**config.mk**
```make
export PLATFORM = sky130hd
export DESIGN_NAME = adder_seq
export DESIGN_NICKNAME = d
export VERILOG_FILES = /design/src/rtl/adder_seq.sv
export SDC_FILE = /design/constraint.sdc
export NUM_CORES = 1
export LEC_CHECK = 0
export CORE_MARGIN = 1.5
export CORE_UTILIZATION = 50
export DETAILED_ROUTE_END_ITERATION = 8
export GPL_TIMING_DRIVEN = 0
export PLACE_DENSITY = 0.79
export SYNTH_ARGS = -nofsm -noshare
export SYNTH_HDL_FRONTEND = slang
export SYNTH_SLANG_ARGS = --single-unit
```
**constraint.sdc**
```tcl
create_clock -name clk -period 3.3 [get_ports clk]
set_input_delay 0.495 -clock clk [delete_from_list [all_inputs] [get_ports clk]]
set_output_delay 0.495 -clock clk [all_outputs]
set_load 0.05 [all_outputs]
```
**src/rtl/adder_seq.sv**
```systemverilog
// Multi-cycle adder/subtractor: operands are summed CHUNK bits per clock, LSB chunk
// first, through a registered carry, with valid/ready handshakes on both sides.
module adder_seq #(
    parameter int WIDTH = 8,
    parameter int CHUNK = 2
) (
    input  logic             clk,
    input  logic             rst,
    input  logic             in_valid,
    output logic             in_ready,
    input  logic [WIDTH-1:0] a,
    input  logic [WIDTH-1:0] b,
    input  logic             sub,
    output logic             out_valid,
    input  logic             out_ready,
    output logic [WIDTH-1:0] sum,
    output logic             carry,
    output logic             overflow
);
    // state | meaning
    // IDLE  | waiting for an operand handshake
    // CALC  | summing one chunk per clock
    // DONE  | result presented until consumer accepts

    localparam int NCHUNK = WIDTH / CHUNK;
    localparam int IDX_W  = (NCHUNK > 1) ? $clog2(NCHUNK) : 1;

    if (WIDTH < 2 || CHUNK < 1 || CHUNK > WIDTH || (WIDTH % CHUNK) != 0) begin : g_param_check
        $error("adder_seq: illegal WIDTH/CHUNK combination");
    end

    typedef enum logic [1:0] {IDLE, CALC, DONE} state_t;

    state_t             state, state_next;
    logic [WIDTH-1:0]   op_a, op_b, sum_r;
    logic               carry_reg, carry_r, ovf_r;
    logic [IDX_W-1:0]   idx;
    logic [31:0]        base;
    logic [CHUNK-1:0]   chunk_a, chunk_b, chunk_s;
    logic               chunk_c;
    logic               last;

    always_comb begin
        base    = 32'(idx) * 32'(CHUNK);
        chunk_a = op_a[base +: CHUNK];
        chunk_b = op_b[base +: CHUNK];
        {chunk_c, chunk_s} = {1'b0, chunk_a} + {1'b0, chunk_b} + (CHUNK + 1)'(carry_reg);
        last    = (idx == IDX_W'(NCHUNK - 1));
    end

    always_comb begin
        state_next = state;
        case (state)
            IDLE:    if (in_valid) state_next = CALC;
            CALC:    if (last) state_next = DONE;
            DONE:    if (out_ready) state_next = IDLE;
            default: state_next = IDLE;
        endcase
    end

    always_ff @(posedge clk) begin
        if (rst) state <= IDLE;
        else     state <= state_next;
    end

    always_ff @(posedge clk) begin
        if (rst) begin
            op_a      <= '0;
            op_b      <= '0;
            sum_r     <= '0;
            carry_reg <= 1'b0;
            carry_r   <= 1'b0;
            ovf_r     <= 1'b0;
            idx       <= '0;
        end else begin
            case (state)
                IDLE: begin
                    if (in_valid) begin
                        op_a      <= a;
                        op_b      <= sub ? ~b : b;
                        carry_reg <= sub;
                        idx       <= '0;
                    end
                end
                CALC: begin
                    sum_r[base +: CHUNK] <= chunk_s;
                    carry_reg            <= chunk_c;
                    idx                  <= idx + 1'b1;
                    if (last) begin
                        carry_r <= chunk_c;
                        // On the final chunk, the MSB of the sum is the top bit of chunk_s.
                        ovf_r   <= (op_a[WIDTH-1] == op_b[WIDTH-1]) &&
                                   (chunk_s[CHUNK-1] != op_a[WIDTH-1]);
                    end
                end
                default: ;
            endcase
        end
    end

    assign in_ready  = (state == IDLE);
    assign out_valid = (state == DONE);
    assign sum       = sum_r;
    assign carry     = carry_r;
    assign overflow  = ovf_r;

endmodule

```
After elaboration in Yosys (flattened, before gate mapping):

Index checks and enable logic that the tools add are counted.

* input port bits: 21
* output and inout bits: 12
* logic and storage cells: 42
* flip-flop bits (word level): 31

* shifts and indexed selects: 4
* add/sub/neg operators: 4
* equal/unequal tests: 8
* mux-type cells: 10
* reductions and logical operators: 7
* bitwise operators: 1

Operators with widths (count)
* negation 3 -> 34 bit: 1
* variable shift 2 x 34 -> 8 bit, first input constant: 1
* variable part select 2 x 34 -> 8 bit: 1
* variable part select 8 x 4 -> 2 bit: 2
* bitwise mux 8 bit: 1
* 2-to-1 mux 2 bit: 4
* 2-to-1 mux 8 bit: 1
* inverter 8 bit: 1
* case mux 2 bit (3 select lines): 1
* AND reduction 2 bit: 3
* == test 2 bit, second input constant: 2
* != test 2 bit, second input constant: 2
* case mux 2 bit (2 select lines): 1
* adder 2 x 2 -> 3 bit: 1
* adder 3 x 1 -> 3 bit: 1
* AND reduction 3 bit: 1
* adder 2 x 1 -> 2 bit, second input constant: 1
* == test 2 x 1 -> 1 bit, second input constant: 1
* logical NOT 2 bit: 1
* != test 2 x 1 -> 1 bit, second input constant: 1
* case mux 1 bit (2 select lines): 1
* nonzero test 2 bit: 1
* == test 1 bit: 1
* logical AND 1 bit: 1
* other kinds (2): 2

Depth between registers and ports, before layout:

Gate-level depths: netlist of run 1.

* depth in word-level cells: 5
* depth in mapped cells: 7
* gate-level depth less buffers: 6

Worst setup path after synthesis of run 1:

OpenSTA, ideal clock, no wires.

* path kind: flip-flop to flip-flop
* start: register idx[0]
* end: register sum_r[5], in the netlist sum[5]
* path buffers: 1
* data arrival time: 2661 ps
* setup slack: 568 ps
* period minus slack after synthesis: 2732 ps
* stages on the path, launching flop included: 8
* cells stage by stage: dfxtp_1 buf_2 mux4_2 fa_1 fa_1 nand2_1 or4_1 a21oi_1

* longest elaborated chain between the ends: 5
* elaborated cells on any way between the ends: 8
* classes of those cells: 3 x add/sub; 4 x shift; 1 x mux

Ends and longest elaborated chain
* from (decl): line 37 `logic [IDX_W-1:0] idx;`
* from (signal assigned): line 88 `idx <= idx + 1'b1;`
* variable part select 8 x 4 -> 2 bit, on equally long branches: line 45, 46
* adder 2 x 2 -> 3 bit: line 47 `{chunk_c, chunk_s} = {1'b0, chunk_a} + {1'b0, chunk_b} + (CHUNK + 1)'(carry_reg);`
* adder 3 x 1 -> 3 bit: line 47
* variable part select 2 x 34 -> 8 bit: line 86 `sum_r[base +: CHUNK] <= chunk_s;`
* bitwise mux 8 bit (*): line 86
* to (signal, indexed assignment): line 86
* to (decl): line 35 `logic [WIDTH-1:0] op_a, op_b, sum_r;`

Mark *: on every way between the ends. The rest lies on a longest branch, timed or not.
A chain may end at the register's enable or synchronous reset.

Worst setup path after layout of run 1:

Same ends and word-level chain as after synthesis.

==> results of run 1 <==
cells in the final DEF, fill, tap and decap left out, types with 2 or more instances in the layout:
cell type        count
buf_2                6
ha_1                 6
xnor2_1              8
clkinvlp_4           2
nor2_1              13
fa_1                 2
mux4_2               4
clkbuf_4             5
nor3b_1              2
nand2_1             29
nor2b_1              3
a21oi_1             23
clkbuf_1             4
nand3b_1             6
clkdlybuf4s50_1     31
a211oi_1             9
inv_1                5
or4_1                2
nand4_1              6
dfxtp_1             31
through the flow:
| stage | hold WS [ps] | power (mW) | worst slack, ps | utilization [%] |
|---|---|---|---|---|
| 2_1_floorplan | 433 | 0.513 | 568 | - |
| 3_3_place_gp | 439 | 0.564 | 331 | 66.3 |
| 3_5_place_dp | 445 | 0.569 | 254 | 66.3 |
| 4_1_cts | 461 | 0.791 | 232 | 68.4 |
| 5_1_grt | 489 | 0.829 | 70.2 | 68.4 |
| 6_report | 457 | 0.786 | 226 | 68.4 |
critical path: stages, from the launching register on:
cell,delay [ps]
dfxtp_1,440
buf_2,300
mux4_2,560
fa_1,420
fa_1,640
nand2_1,80
or4_1,400
a21oi_1,170
power by group through the flow:
stage / sequential, mW / combinational, mW / clock [mW]
after floorplan: 0.417 / 0.0960 / 0
after global placement: 0.415 / 0.149 / 0
after detailed placement: 0.416 / 0.153 / 0
after CTS: 0.407 / 0.154 / 0.230
after global routing: 0.410 / 0.169 / 0.249
final: 0.407 / 0.154 / 0.225
path summary, 6_finish.rpt:
| path | depth (start not counted) | end | start | slack [ps] |
|---|---|---|---|---|
| worst min register to register | 2 | sum[4]$_SDFFE_PP0P_ | sum[4]$_SDFFE_PP0P_ | 460 |
| worst max register to register | 7 | sum[5]$_SDFFE_PP0P_ | idx[0]$_SDFFE_PP0P_ | 230 |
| worst max-delay path | 7 | sum[5]$_SDFFE_PP0P_ | idx[0]$_SDFFE_PP0P_ | 230 |
| worst min-delay path | 2 | sum[4]$_SDFFE_PP0P_ | sum[4]$_SDFFE_PP0P_ | 460 |
cell families (layout without fill, tap and decap cells):
logic type      after synthesis  count (layout)  synth area share, %
simple gates                 67              67                 22.4
compound gates               35              35                 13.7
flops                        31              31                 40.6
buf+inv                      16              55                 4.67
fa+ha+maj                     8               8                 7.53
xor+xnor                      8               8                 4.59
mux                           5               5                 6.55
per-layer routing:
metal	part of all wire, %	vias up	track usage (%)
li1	-	665	-
met1	43	608	24.6
met2	50	36	37.6
met3	4.9	5	7.14
met4	1.8	0	12.6
met5	0	-	0
final cells by class:
cell class | instances | area (um^2)
well taps | 31 | 38.8
repair buffers | 31 | 310
flip-flops and latches | 31 | 621
multi-input cells | 123 | 836
plain buffers | 11 | 52.6
fillers | 228 | 895
clock inverters | 3 | 20.0
clock buffers | 5 | 37.5
inverters | 5 | 18.8
==> results by stage, run 1 <==
Pwr:
- The internal portion of the total power is 0.548 mW.
- The share of total power dissipated in the clock network is 28.6%.
- The switching portion of total power is 30.3%.
- The part of the total power dissipated in combinational logic is 19.6%.
- The worst-case IR drop observed on VDD is between 0.2 and 0.3 mV.
- The switching power is 0.238 mW.
- The total leakage power is 0.689 nW.
- Per report_power, the sequential group accounts for 51.8% of the total.
- The ratio of total power to cell area is 406 nW/um^2.

Floorplan:
- The top-level port count is 33.
- The overall die width is approximately 58 um.
- The starting utilization of the core area is between 50% and 60%.
- The core area is 2830 um^2.
- The die covers 3400 um^2.
- Row generation in the floorplan step produced 19 rows.
- The die is roughly 58 um tall.

Synthesis:
- The biggest area consumer among synthesized cells is dfxtp_1.
- The area fraction of the dominant cell type after synthesis is between 40% and 50%.
- The number of nets handed over by synthesis was ~200.
- The average instance area after synthesis is 8.99 um^2.
- Yosys mapped the design onto 28 distinct sky130hd cell types.
- By instance count, the leading cell after synthesis is dfxtp_1.
- The synthesized design contains 31 register bits.
- The fraction of registers with async set/reset is 0%.
- Yosys attributes the largest share of cell area to dfxtp_1 41%, a21oi_1 7.5%, nand2_1 7.1%, mux4_2 5.9%, ha_1 4.9%.
- The sequential area share after synthesis is 40.6%.
- By count the netlist is led by 31 x dfxtp_1, 29 x nand2_1, 23 x a21oi_1.
- Synthesis produced 170 cells.
- The predominant post-synthesis flop cell is dfxtp_1.
- The total of warnings raised by yosys is 0.
- The number of enable-type register cells in the synthesized netlist is 0.
- The cell area that synthesis handed to floorplanning was 1530 um^2.

Clocking:
- The CTS buffer count is 5.
- For this design, the CTS-stage hold fixing added 0 buffers.
- The clock passes through at most 2 buffers.
- The later pin in the worst-skew pair is clocked with a latency of 340 ps.
- The number of gates resized after CTS was 0.
- The register clock-pin slew on the reported worst setup and hold paths is 110 ps.
- The number of H-tree levels is 2.
- The post-CTS setup buffer count is 0.
- TritonCTS built the clock tree.
- CTS saw 31 sinks.
- The tree is rooted in a clkbuf_4.

Status:
- The checks that failed: design-rule violations.
- The run finished, with violations left.

Worst setup path:
- The type of destination of the critical path is a flop.
- The data arrival time at the worst-slack endpoint is 3350 ps.
- The endpoint required time on the critical path is 3570 ps.
- In this run the worst path has a maximum fanout of 10.
- The type of the setup path with the least slack is reg -> reg.
- The nature of the critical path startpoint is a flop.

Cells and area:
- The final net count is 237.
- Once layout is complete, the cells apart from fillers number 240.
- 0 antenna diodes ended up in the layout.
- The fraction of layout instances using a drive strength above 1 is 10.5%.
- From synthesis to final layout, the design area changed by 26.6%.
- With fillers left out, the area of the finished cells amounts to a little under 2000 um^2.

STA:
- The normalized max-slew margin is around two thirds.
- Setup repair after global routing left no endpoint under its margin.
- The share of the cycle needed by the critical path after routing is 93.2%.
- The count of final setup violators is 0.
- Across the routed clock network, the largest skew measured is 13.4 ps.
- The time the worst path needs with I/O delays and setup is 3070 ps.
- The number of max-slew violations in the final report came to 0.
- The sum of negative setup slack is 0 ps.
- At the pin with the least slew margin, the transition time is slightly above 500 ps.
- The final count of hold timing violations is 0.
- Derived from the worst setup path, the maximum achievable clock frequency is 0.325 GHz.

Detailed routing:
- After detailed routing, the average wire length per cell comes to between 10 and 15 um.
- The total detailed-routing wirelength is 3250 um.
- The detailed-route via count is 1,314.
- In the routed design, unresolved DRC markers number 2.
- The pre-antenna-repair detailed-routing pass consisted of 6 iterations.
- The count of nets left with antenna violations once routing finished came out at 0.
- The via-per-instance ratio is 5.48.
- In this run, the number of DRC markers left after iteration 0 of detailed routing was 40.

Min path:
- The worst min-delay path category is reg -> reg.

Place:
- The half-perimeter wire length after detailed placement is approximately 2400 um.
- The post-place instance area is 1880 um^2.
- The congestion estimate from routability-driven global placement came to 0.882.
- The number of cells after detailed placement is between 200 and 250.
- The number of buffer cells added on primary ports is 31.

Global route:
- The pin count of the biggest net entering global routing is 12.
- The wire length of the first global-routing pass is 5660 um.
- Global routing consumed, over all layers together, 22.3% of the routing resources.
- The number of global-route vias before repair came to 1,372.
- The initial antenna violation count is 0.
- After global routing the overflow that remains totals 0.

Run:
- The number of violations of the max-capacitance limit is 0.
(Power assumes the default switching activity.)
==> run 2: changes to the inputs <==
--- a/config.mk
+++ b/config.mk
@@ -5,7 +5,7 @@
 export SDC_FILE = /design/constraint.sdc
 export NUM_CORES = 1
 export LEC_CHECK = 0
-export CORE_MARGIN = 1.5
+export CORE_MARGIN = 2
 export CORE_UTILIZATION = 50
 export DETAILED_ROUTE_END_ITERATION = 8
 export GPL_TIMING_DRIVEN = 0
==> run 2 against run 1 <==
Against the previous run: the run now ends clean; utilization decreased by 2.4 points; non-clock buffer count stayed put; count of clock-buffer cells in the layout is 1 higher; critical path depth stayed put; sequential share of layout area down 0.51 points; power rose by 12%; hold slack worse by 1.3 ps; maximum frequency down 0.32%; critical endpoint unchanged; die area rose by 3.5%.
==> results by stage, run 2 (synthesized netlist as in run 1, its figures left out) <==
Global route:
- The initial antenna violation count is 0.
- The global-route usage over all layers is roughly 21%.
- The first global-routing pass estimated 5420 um of wire.
- For met2 alone, demand over resource in global routing was 34.7%.
- The number of global-route vias before repair came to 1,278.
- The global routing stage identified its most utilized layer as met2.
- The pin count of the biggest net entering global routing is 11.
- In the global route stage, met1 resource usage came out at 24.0%.
- For this run the aggregate overflow at the end of global routing stands at 0.
- The met3 track demand over resource in global routing is 6.77%.

Worst setup path:
- The worst setup path is captured at a flop.
- Of all nets on the critical path, the largest fanout is 10.
- The data arrival time at the worst-slack endpoint is 3360 ps.
- The endpoint required time on the critical path is 3570 ps.
- The peak per-stage delay on the critical path is around 630 ps.
- The slowest stage cell on the critical path is fa_1.
- The nature of the critical path startpoint is a flop.
- Counting cells, the worst reg-to-reg path comes to 7.
- The critical path in this run is classified as reg -> reg.
- Walking the worst path, the cells encountered are buf_2, mux4_2, fa_1, fa_1, nand2_1, or4_1, a21oi_1.
- Among the stages of the critical path, the cell type that occurs most often is fa_1.

Min path:
- The worst hold path passes through 2 cells.
- The worst min-delay path category is reg -> reg.

Pwr:
- The total power is 0.881 mW.
- The total leakage power is just over 0.7 nW.
- The peak supply drop is 0.280 mV.
- Power spread over the standard cell area amounts to around 450 nW/um^2.

Run:
- The number of violations of the max-capacitance limit is 0.

Clocking:
- TritonCTS built the clock tree.
- For this design, the CTS-stage hold fixing added 0 buffers.
- The clock latency reported for the late side of the worst-skew pair is around 350 ps.
- The post-CTS setup buffer count is 0.
- The clock tree root driver cell is clkbuf_4.
- The register clock-pin slew on the reported worst setup and hold paths is 110 ps.
- The number of resized instances in the post-cts repair step is 0.
- The count of clock tree sinks is 31.
- The number of H-tree levels is 2.
- The CTS buffer count is 5.
- The number of buffers on the longest clock path is 2.

STA:
- The count of final setup violators is 0.
- The share of the cycle needed by the critical path after routing is 93.5%.
- The final count of hold timing violations is 0.
- The worst clock skew on the final layout is 14.5 ps.
- The sum of negative setup slack is 0 ps.
- At the pin with the least slew margin, the transition time is 495 ps.
- Based on the critical path, the design can be clocked at up to 0.324 GHz.
- In the post-route analysis, the smallest setup slack over all paths is between 200 and 250 ps.
- The number of max-slew violations in the final report was 0.
- Setup repair after global routing left no endpoint under its margin.
- Measured against its own limit, the worst slew margin works out to 66.9%.
- The time the worst path needs with I/O delays and setup is 3080 ps.

Place:
- After legalization and detailed placement, the total HPWL measured 2440 um.
- The number of buffer cells added on primary ports is 31.
- At the placement stage, the worst setup path has a slack of 251 ps.
- The congestion estimate from routability-driven global placement came to 0.821.

Floorplan:
- The die covers 3510 um^2.
- The core region is roughly 3000 um^2.
- Row generation in the floorplan step produced 20 rows.
- The top-level port count is 33.
- Measured along the y axis, the die boundary spans just under 60 um.
- The starting utilization of the core area is about 50%.
- The die is 59.3 um wide.

Cells and area:
- The top cell types in the final layout, fill and taps aside, are 31 x dfxtp_1, 31 x clkdlybuf4s50_1, 29 x nand2_1, 23 x a21oi_1, 13 x nor2_1.
- The number of antenna diodes in the final layout is 0.
- The final net count is 237.
- The count of filler cells inserted in the layout is 260.
- The layout overhead on the synthesized area is 28.7%.
- In the final layout, the share of cells above drive strength 1 is 10.5%.

Detailed routing:
- Using the TritonRoute via totals, the vias-per-cell ratio works out to 5.51.
- Once detail routing completed, the nets flagged for antenna violations numbered 0.
- The total detailed-routing wirelength is 3250 um.
- The number of DRC markers in iteration 0 is 27.
- After detailed routing, the average wire length per cell comes to 13.4 um.
- The iteration count of the initial detailed-routing pass is 5.
- The detailed-route via count is 1,334.
- The number of remaining DRC errors is 0.

Status:
- The flow ran to the end, and the final reports show no timing, DRC or antenna violations.
run 2: worst max-delay path: cells and delay by family (launching register included):
family          cells  cell delay (ps)
compound gates      1              160
fa+ha+maj           2             1050
buf+inv             1              300
flops               1              460
mux                 1              550
simple gates        2              480
run 2: path summary, 6_finish.rpt:
kind                        from  slack [ps]                   to
max          idx[0]$_SDFFE_PP0P_         220  sum[5]$_SDFFE_PP0P_
min          sum[1]$_SDFFE_PP0P_         460  sum[1]$_SDFFE_PP0P_
min reg2reg  sum[1]$_SDFFE_PP0P_         460  sum[1]$_SDFFE_PP0P_
max reg2reg  idx[0]$_SDFFE_PP0P_         220  sum[5]$_SDFFE_PP0P_
run 2: final cells by class:
cell class	count	area (um^2)	share of cell area [%]
clock buffer	6	51.3	2.61
buffer	11	52.6	2.67
sequential	31	621	31.6
multi-input combinational	123	836	42.5
clock inverter	2	35.0	1.78
timing repair buffer	31	310	15.8
inverter	5	18.8	0.955
tap	33	41.3	2.10
run 2: power by group:
group          internal, mW  leakage (nW)  switching (mW)
Combinational        0.0736         0.408          0.0792
Sequential            0.393         0.254          0.0137
Clock                 0.179        0.0482           0.143
run 2: layer usage:
metal | wire, um | vias to the layer above
li1 | - | 664
met1 | 1400 | 620
met2 | 1620 | 44
met5 | 0 | -
met4 | 47 | 0
met3 | 184 | 6
run 2: per-stage QoR:
step	util, %	hold WS, ps	cell area [um^2]	cells
after floorplan	-	433	1530	170
after global placement	63.1	438	1880	234
after detailed placement	63.1	443	1880	234
after CTS	66.0	458	1970	242
after global routing	66.0	481	1970	242
final	66.0	456	1970	242
==> run 3: changes to the inputs <==
--- a/config.mk
+++ b/config.mk
@@ -8,8 +8,8 @@
 export CORE_MARGIN = 2
 export CORE_UTILIZATION = 50
 export DETAILED_ROUTE_END_ITERATION = 8
-export GPL_TIMING_DRIVEN = 0
 export PLACE_DENSITY = 0.79
+export RECOVER_POWER = 25
 export SYNTH_ARGS = -nofsm -noshare
 export SYNTH_HDL_FRONTEND = slang
 export SYNTH_SLANG_ARGS = --single-unit
==> run 3 against run 2 <==
Against the previous run: critical path depth fell by 1; combinational power fell by 7%; design area fell by 3.6%; largest cell class unchanged; critical path type unchanged; register-to-register slack improved by 310 ps.
==> results by stage, run 3 (synthesized netlist as in run 1, its figures left out) <==
Status:
- The run finished with clean final reports.

STA:
- Setup violations remaining at the end of the flow were counted as 0.
- The measured slew at the worst slew-check pin is 1300 ps.
- In this run the tightest slew margin relative to its limit is between 10% and 20%.
- The sum of negative setup slack is 0 ps.
- The share of the cycle needed by the critical path after routing is 83.9%.
- Setup repair after global routing left no endpoint under its margin.
- Based on the critical path, the design can be clocked at up to 0.361 GHz.
- Between clock sinks in the finished design, the worst skew comes to between 8 and 9 ps.
- For the finished layout, the period the worst path requires is 2770 ps.
- The final count of hold timing violations is 0.
- The number of max-slew violations in the final report is 0.

Clocking:
- The clock drives 31 sinks.
- The H-tree generated during clock tree synthesis spans 2 levels.
- Clock tree synthesis selected as its root buffer the cell clkbuf_4.
- The clock tree from TritonCTS is done.
- The register clock-pin slew on the reported worst setup and hold paths is 100 ps.
- The CTS buffer count is 5.
- The clock passes through at most 2 buffers.
- The clock latency reported for the late side of the worst-skew pair is 330 ps.
- Buffers added to address setup during post-CTS repair amount to 0.
- The hold buffer count at CTS is 0.
- The number of resized instances in the post-cts repair step is 0.

Detailed routing:
- The number of DRC markers in iteration 0 is 32.
- The number of remaining DRC errors is 0.
- The count of antenna-violating nets left after detailed routing is 0.
- After detailed routing, the average wire length per cell comes to 13.3 um.
- In the routed layout, each cell is associated on average with a via count of 5.60.
- The iteration count of the initial detailed-routing pass is 4.
- The total detailed-routing wirelength is 3100 um.
- The detailed-route via count is 1,299.

Cells and area:
- The layout has 260 filler cells.
- Excluding fillers, the count of instances in the completed layout stands at 232.
- Cells fill between 60 and 70% of the core in the end.
- The library cell used most frequently in the layout, excluding fill and tap cells, is dfxtp_1.
- After the last flow step, the layout net total stands at between 200 and 250.
- After routing the design area is 1890 um^2.
- Cells with a size suffix above 1 make up 7.54% of the layout.
- The library cells used most frequently in the layout, excluding fill and tap cells, are 31 x dfxtp_1, 29 x nand2_1, 27 x clkdlybuf4s50_1, 23 x a21oi_1, 13 x nor2_1.
- The layout overhead on the synthesized area is 24.0%.
- The number of antenna cells inserted is 0.

Global route:
- The initial antenna violation count is 0.
- The first global-routing pass estimated around 5200 um of wire.
- Global routing finished with a remaining overflow of 0.
- The global-route usage over all layers is between 10% and 20%.
- The number of global-route vias before repair is 1,284.
- Entering global routing, the biggest net connects 32 pins.

Floorplan:
- The die height is 59.3 um.
- The floorplan step defined a die boundary enclosing 3510 um^2.
- Measured along the x axis, the die boundary spans 59.3 um.
- The top-level port count is 33.
- The floorplan has 20 rows.
- The total area inside the core boundary comes to between 2000 and 3000 um^2.
- For this configuration, the core starts out at a cell density of about half.

Place:
- The final estimated routing congestion in global placement is approximately 0.87.
- The HPWL after detailed placement is ~2300 um.
- The post-place instance area is ~1800 um^2.
- The number of buffer cells added on primary ports is 32.
- The number of cells after detailed placement is 225.

Worst setup path:
- The worst setup path is captured at a flop.
- By startpoint and endpoint, the worst setup path is classified as reg -> reg.
- The data arrival time at the worst-slack endpoint is 3030 ps.
- The largest fanout on the critical path is 6.
- The endpoint required time on the critical path is 3560 ps.
- The worst setup path is launched from a flop.

Pwr:
- The peak supply drop is 0.287 mV.
- Summed over all cells, the static leakage comes to slightly below 0.7 nW.
- The design draws 0.777 mW.
- In this run the power density over the cells is 410 nW/um^2.

Min path:
- The worst min-delay path category is reg -> reg.

Run:
- The number of violations of the max-capacitance limit is 0.
run 3: cell count changes in the layout (fill, tap and decap cells not counted):
cell,before,now
clkdlybuf4s50_1,31,27
dlygate4sd3_1,0,5
nor3b_2,0,1
nor3b_4,1,0
buf_2,6,0
bufinv_16,1,0
clkbuf_1,4,0
run 3: report_power, final:
| group | internal (mW) | switching (mW) |
|---|---|---|
| clock | 0.0985 | 0.126 |
| sequential | 0.393 | 0.0173 |
| combinational | 0.0696 | 0.0724 |
| total | 0.561 | 0.216 |
run 3: layout make-up:
class	count	area [um^2]	area share (%)
inverters	5	18.8	0.991
well taps	33	41.3	2.18
multi-input cells	123	830	43.8
repair buffers	33	328	17.3
clock inverters	1	5.00	0.264
flip-flops and latches	31	621	32.8
clock buffers	6	51.3	2.71
run 3: per-layer routing:
layer | vias to the layer above | track usage [%] | share of wire [%]
li1 | 651 | - | -
met3 | 7 | 4.59 | 6.3
met5 | - | 0 | 0
met2 | 43 | 36.3 | 52
met4 | 0 | 9.74 | 1.7
met1 | 598 | 21.2 | 40
run 3: worst max-delay path, cell delays in order, from the launching register on:
cell	delay, ps
dfxtp_1	480
mux4_2	560
fa_1	420
fa_1	630
nand2_1	80
or4_1	400
a21oi_1	150
run 3: final timing paths:
| kind | start | to | slack [ps] | depth (start not counted) |
|---|---|---|---|---|
| max | idx[0]$_SDFFE_PP0P_ | sum[5]$_SDFFE_PP0P_ | 530 | 6 |
| min | sum[1]$_SDFFE_PP0P_ | sum[1]$_SDFFE_PP0P_ | 450 | 2 |
| max reg2reg | idx[0]$_SDFFE_PP0P_ | sum[5]$_SDFFE_PP0P_ | 530 | 6 |
| min reg2reg | sum[1]$_SDFFE_PP0P_ | sum[1]$_SDFFE_PP0P_ | 450 | 2 |
run 3: stage by stage:
step                setup WS [ps]  hold WS [ps]
detailed placement            516           446
global placement              597           438
finish                        531           449
CTS                           512           458
floorplan                     568           433
global route                  384           490
